$ cat src/rtl/mem_port_master.sv
// mem_port_master: request/response front end driving a single-port
// synchronous memory. Single-word writes are acknowledged with one beat.
// Burst reads of 1..16 beats are streamed out with a two-cycle
// issue-to-beat latency.
// Optional feature macro: MEM_RANGE_CHECK_EN. When defined, requests outside
// mem_depth are rejected with a single error beat.

`ifndef DATA_WORD_SIZE
`define DATA_WORD_SIZE 8
`endif
`ifndef DATA_ADDR_SIZE
`define DATA_ADDR_SIZE 8
`endif

module mem_port_master #(
    parameter int word_size = `DATA_WORD_SIZE,
    parameter int addr_size = `DATA_ADDR_SIZE,
    parameter int mem_depth = 2**addr_size
) (
    input  logic                 clk,
    input  logic                 rst,
    input  logic                 req_valid,
    output logic                 req_ready,
    input  logic                 req_we,
    input  logic [addr_size-1:0] req_addr,
    input  logic [word_size-1:0] req_data,
    input  logic [3:0]           req_len,
    output logic                 rsp_valid,
    output logic [word_size-1:0] rsp_data,
    output logic                 rsp_last,
    output logic                 rsp_err,
    output logic                 mem_w_en,
    output logic [addr_size-1:0] mem_addr,
    output logic [word_size-1:0] mem_d_in,
    input  logic [word_size-1:0] mem_d_out
);

    typedef enum logic [2:0] {
        ST_IDLE,
        ST_READ,
        ST_DRAIN,
        ST_WRITE,
        ST_ACK
    } state_t;

    state_t               state_reg;
    logic [3:0]           count_reg;       // read issues still to go after the current one
    logic                 pipe_valid_reg;  // a read address was issued last cycle
    logic                 pipe_last_reg;   // ... and it was the final one of the burst
    logic                 rsp_valid_reg;
    logic                 rsp_last_reg;
    logic [word_size-1:0] rsp_data_reg;
    logic                 mem_w_en_reg;
    logic [addr_size-1:0] mem_addr_reg;
    logic [word_size-1:0] mem_d_in_reg;
    logic                 range_fault;

`ifdef MEM_RANGE_CHECK_EN
    localparam logic [addr_size:0] depth_lim = (addr_size+1)'(mem_depth);

    logic                 rsp_err_reg;
    logic [addr_size:0]   start_ext;
    logic [addr_size:0]   end_ext;

    // Range test is done one bit wider than the address so the burst end never wraps
    always_comb begin
        start_ext   = {1'b0, req_addr};
        end_ext     = start_ext + (addr_size+1)'(req_len);
        range_fault = (start_ext >= depth_lim) || (!req_we && (end_ext >= depth_lim));
    end

    assign rsp_err = rsp_err_reg;
`else
    localparam int unused_mem_depth = mem_depth;

    assign range_fault = 1'b0;
    assign rsp_err     = 1'b0;
`endif

    // Control FSM with the read-return pipeline and all registered outputs
    always_ff @(posedge clk) begin
        if (rst) begin
            state_reg      <= ST_IDLE;
            count_reg      <= '0;
            pipe_valid_reg <= 1'b0;
            pipe_last_reg  <= 1'b0;
            rsp_valid_reg  <= 1'b0;
            rsp_last_reg   <= 1'b0;
            rsp_data_reg   <= '0;
            mem_w_en_reg   <= 1'b0;
            mem_addr_reg   <= '0;
            mem_d_in_reg   <= '0;
`ifdef MEM_RANGE_CHECK_EN
            rsp_err_reg    <= 1'b0;
`endif
        end else begin
            // Read data returned by the memory one cycle after issue is
            // registered straight into the response stage.
            pipe_valid_reg <= 1'b0;
            pipe_last_reg  <= 1'b0;
            rsp_valid_reg  <= pipe_valid_reg;
            rsp_last_reg   <= pipe_last_reg;
            rsp_data_reg   <= pipe_valid_reg ? mem_d_out : '0;
            mem_w_en_reg   <= 1'b0;
`ifdef MEM_RANGE_CHECK_EN
            rsp_err_reg    <= 1'b0;
`endif
            case (state_reg)
                ST_IDLE: begin
                    if (req_valid) begin
                        if (range_fault) begin
                            // Rejected: error beat next cycle, no memory access
                            state_reg     <= ST_ACK;
                            rsp_valid_reg <= 1'b1;
                            rsp_last_reg  <= 1'b1;
`ifdef MEM_RANGE_CHECK_EN
                            rsp_err_reg   <= 1'b1;
`endif
                        end else if (req_we) begin
                            state_reg    <= ST_WRITE;
                            mem_w_en_reg <= 1'b1;
                            mem_addr_reg <= req_addr;
                            mem_d_in_reg <= req_data;
                        end else begin
                            state_reg    <= ST_READ;
                            mem_addr_reg <= req_addr;
                            count_reg    <= req_len;
                        end
                    end
                end
                ST_READ: begin
                    pipe_valid_reg <= 1'b1;
                    pipe_last_reg  <= (count_reg == 4'd0);
                    if (count_reg == 4'd0) begin
                        state_reg <= ST_DRAIN;
                    end else begin
                        mem_addr_reg <= mem_addr_reg + 1'b1;
                        count_reg    <= count_reg - 1'b1;
                    end
                end
                ST_DRAIN: begin
                    // Leave once the final beat is on the outputs
                    if (rsp_last_reg) begin
                        state_reg <= ST_IDLE;
                    end
                end
                ST_WRITE: begin
                    state_reg     <= ST_ACK;
                    rsp_valid_reg <= 1'b1;
                    rsp_last_reg  <= 1'b1;
                    rsp_data_reg  <= '0;
                end
                ST_ACK: begin
                    state_reg <= ST_IDLE;
                end
                default: begin
                    state_reg <= ST_IDLE;
                end
            endcase
        end
    end

    assign req_ready = (state_reg == ST_IDLE);
    assign rsp_valid = rsp_valid_reg;
    assign rsp_last  = rsp_last_reg;
    assign rsp_data  = rsp_data_reg;
    assign mem_w_en  = mem_w_en_reg;
    assign mem_addr  = mem_addr_reg;
    assign mem_d_in  = mem_d_in_reg;

endmodule

$ cat config.mk
export PLATFORM = sky130hd
export DESIGN_NAME = mem_port_master
export DESIGN_NICKNAME = d
export VERILOG_FILES = /design/src/rtl/mem_port_master.sv
export SDC_FILE = /design/constraint.sdc
export NUM_CORES = 1
export LEC_CHECK = 0
export ABC_AREA = 0
export CAP_MARGIN = 25
export CORE_MARGIN = 4
export CORE_UTILIZATION = 39
export CTS_CLUSTER_DIAMETER = 80
export DETAILED_ROUTE_END_ITERATION = 8
export PLACE_DENSITY = 0.85
export SLEW_MARGIN = 20
export SYNTH_ARGS = -nofsm -noshare
export SYNTH_HDL_FRONTEND = slang
export SYNTH_SLANG_ARGS = --single-unit
export TNS_END_PERCENT = 1
$ cat constraint.sdc
create_clock -name clk -period 1.6 [get_ports clk]
set_clock_uncertainty 0.1 [all_clocks]
set_input_delay 0.16 -clock clk [delete_from_list [all_inputs] [get_ports clk]]
set_output_delay 0.16 -clock clk [all_outputs]
set_load 0.03 [all_outputs]
==> reports/results.txt <==
Mapped Cells: 171
Sw Share: 0.3118
Grt ovf: 0
CP Data Arrival Time: 1.88 ns
Setup TNS Final: -1.930 ns
Fin. Hold Viols: 0
Commonest cells after routing, fill and taps aside: 50 x clkdlybuf4s50_1, 33 x dfxtp_1, 22 x nor2_1
WL final: 4.066 mm
Crit path max fanout: 5
Hold path depth: 2
Leak: 1.035 nW
Critical path startpoint category: flop
Initial Util: 0.4167
Layout cell share with drive strength beyond 1: 0.2200
Die area: 0.005142 mm2
Via Count: 1,472
Syn Nets: 205
DRC violations left: 0
WS Path Type: reg -> reg
Synth warnings: 0
Register-to-Register Path Depth: 7
Failing checks: negative setup slack
Worst vdd ir: 709.4 uV
Fillers: 325
Post-Syn Area: 0.001583 mm2
Worst Path Required: 1.69 ns
Ports: 61
Hold Startpoint: mem_d_out[3]
CTS root buf: clkbuf_8
Final worst path period need: 1.795 ns
Max-cap violations: 0
Crit-path slowest cell: or3b_4
Post-DRT Antenna Nets: 0
Via-to-Cell Ratio: 4.940
Crit end category: flop
Setup slack, reg-to-reg: -0.19 ns
Clk buf depth: 2
Pre-Repair DR Iteration Count: 4
Final setup violation count: 14
DIE HEIGHT: 71.71 um
Hold endpoint: rsp_data[3]$_SDFF_PP0_
Area Overhead vs Synth: 58.26%
Clock Power Share: 0.277
All-Layer GR Usage: 0.1544
First-pass GRT wire length: 6.403 mm
Core Util, Final: 0.6594
Skew-Pair Late Insertion Delay: 0.28 ns
Site row count: 22
Internal: 1.933 mW
Worst-path cell chain: inv_2 -> ha_4 -> or3b_4 -> o211ai_4 -> buf_4 -> a21oi_1 -> o32ai_1
Combinational Power Share: 0.347
Post-DP HPWL: 2.937 mm
Fin nets: 283
Yosys cell types: 39
IO Port Bufs: 59
Fin. max-slew vios: 0
Vias in the first global route: 1,450
Setup WS post-layout: -0.1945 ns
Largest net degree at the start of global routing: 16
DR iter-0 viols: 27
Most common cell after layout, fill and taps aside: clkdlybuf4s50_1
CTS tree: done
WL/cell: 13.64 um
P per Cell Area: 1121 mW/mm2
Die W: 71.71 um
Unrepaired setup endpoints after global routing: true
N_diodes: 0
Worst slack, placed: -0.2497 ns
Peak per-stage delay on the critical path: 0.41 ns
Avg Cell Area, Syn: 9.256 um2
CTS Buf Count: 5
H-tree level count: 2
Final GP Congestion: 0.8062
Sink Count: 36
Synthesized flop and latch total: 36
Sequential area share after synthesis: 0.4553
F_max: 557.2 MHz
Launching point of the worst reg2reg path: count_reg[1]$_SDFFE_PP0P_
Flop pwr share: 0.376
Clock transition at path regs: 0.08 ns
Initial antenna violation count: 0
R2R Path End: mem_addr[3]$_SDFFE_PP0P_
Hold Path Class: in -> reg
Psw: 875.5 uW
Status: finished with violations
Area of the core: 0.003799 mm2
Period utilisation layout: 1.122
## cell families (layout without fill, tap and decap cells)
family          count (synthesis)  after routing  synth area share
simple gates                   65             65            0.2237
flops                          36             36            0.4553
compound gates                 34             34            0.1431
buf+inv                        21            100           0.08221
mux                            12             12           0.07747
fa+ha+maj                       2              2           0.01581
other cells                     1              1          0.002369
## through the flow
step / power (mW) / hold slack, ns / cells / instance area (um2)
2_1_floorplan: 1.620 / 0.1817 / 171 / 1594
3_3_place_gp: 1.946 / 0.3246 / 287 / 2312
3_5_place_dp: 1.972 / 0.3324 / 287 / 2312
4_1_cts: 2.774 / 0.3258 / 295 / 2440
5_1_grt: 2.955 / 0.3247 / 298 / 2505
6_report: 2.808 / 0.3322 / 298 / 2505
## timing repair
item,CTS,global route
setup endpoints to repair,28,25
gates resized for setup,12,15
hold endpoints to repair,0,0
cloned,0,1
hold buffers,0,0
buffers inserted,0,2
pin swaps,2,3
## power by group through the flow
stage	Combinational, mW	Sequential (mW)	Clock (mW)
floorplan	0.437	1.18	0
detailed placement	0.898	1.07	0
finish	0.974	1.06	0.777
global placement	0.876	1.07	0
global route	1.05	1.07	0.830
CTS	0.921	1.05	0.801
## per-layer routing
| metal | routed length [um] | up-vias | global-route usage | share of wire |
|---|---|---|---|---|
| met1 | 1736 | 688 | 0.1805 | 0.43 |
| met4 | 29 | 0 | 0.03758 | 0.0071 |
| met2 | 2131 | 33 | 0.2776 | 0.52 |
| met3 | 168 | 4 | 0.04208 | 0.041 |
| met5 | 0 | - | 0 | 0 |
| li1 | - | 747 | - | - |
## area by class of cell
type	count	area, um2	area share
clock buffer	6	72.57	0.02897
clock inverter	2	35.03	0.01399
inverter	10	37.54	0.01499
multi-input combinational	114	797.0	0.3182
sequential	36	724.4	0.2892
tap	48	60.06	0.02398
timing repair buffer	82	778.2	0.3107
## how the worst max path moves through the flow
stage | slack [ns] | to | start | cells after the start
finish | -0.19 | mem_addr[3]$_SDFFE_PP0P_ | count_reg[1]$_SDFFE_PP0P_ | 7
global route | -0.27 | mem_addr[6]$_SDFFE_PP0P_ | count_reg[1]$_SDFFE_PP0P_ | 7
CTS | -0.20 | mem_addr[6]$_SDFFE_PP0P_ | count_reg[1]$_SDFFE_PP0P_ | 7
detailed placement | -0.25 | mem_addr[6]$_SDFFE_PP0P_ | count_reg[0]$_SDFFE_PP0P_ | 7
global placement | -0.17 | mem_addr[6]$_SDFFE_PP0P_ | count_reg[0]$_SDFFE_PP0P_ | 7
floorplan | -0.12 | mem_addr[1]$_SDFFE_PP0P_ | count_reg[0]$_SDFFE_PP0P_ | 7
## cell usage after synthesis, drive strengths merged
master,count,area [um2]
dfxtp,36,720.7
nor2,22,82.58
a21oi,13,65.06
and2,10,65.06
inv,10,37.54
mux2i,10,100.1
buf,7,67.56
nor3,7,35.03
o21ai,7,35.03
nand2,5,18.77
o32ai,5,43.79
clkbuf,4,25.02
nor3b,4,35.03
nand3,3,15.01
nor2b,3,18.77
a211oi,2,15.01
a32oi,2,17.52
and3,2,12.51
ha,2,25.02
mux2,2,22.52
nor4,2,18.77
or2,2,12.51
or3b,2,17.52
a21o,1,7.510
a221oi,1,8.760
a32o,1,11.26
and4,1,8.760
conb,1,3.750
nand3b,1,7.510
o211ai,1,12.51
o31a,1,10.01
or3,1,6.260
## critical path, delay by kind of cell, from the launching register on
kind	cells	cell delay (ns)
AOI/OAI and AO/OA	3	0.48
and+or+nand+nor	1	0.41
DFF	1	0.33
buffers and inverters	2	0.24
adders and majority gates	1	0.13
Note: power is estimated with default switching activity, not from simulation.
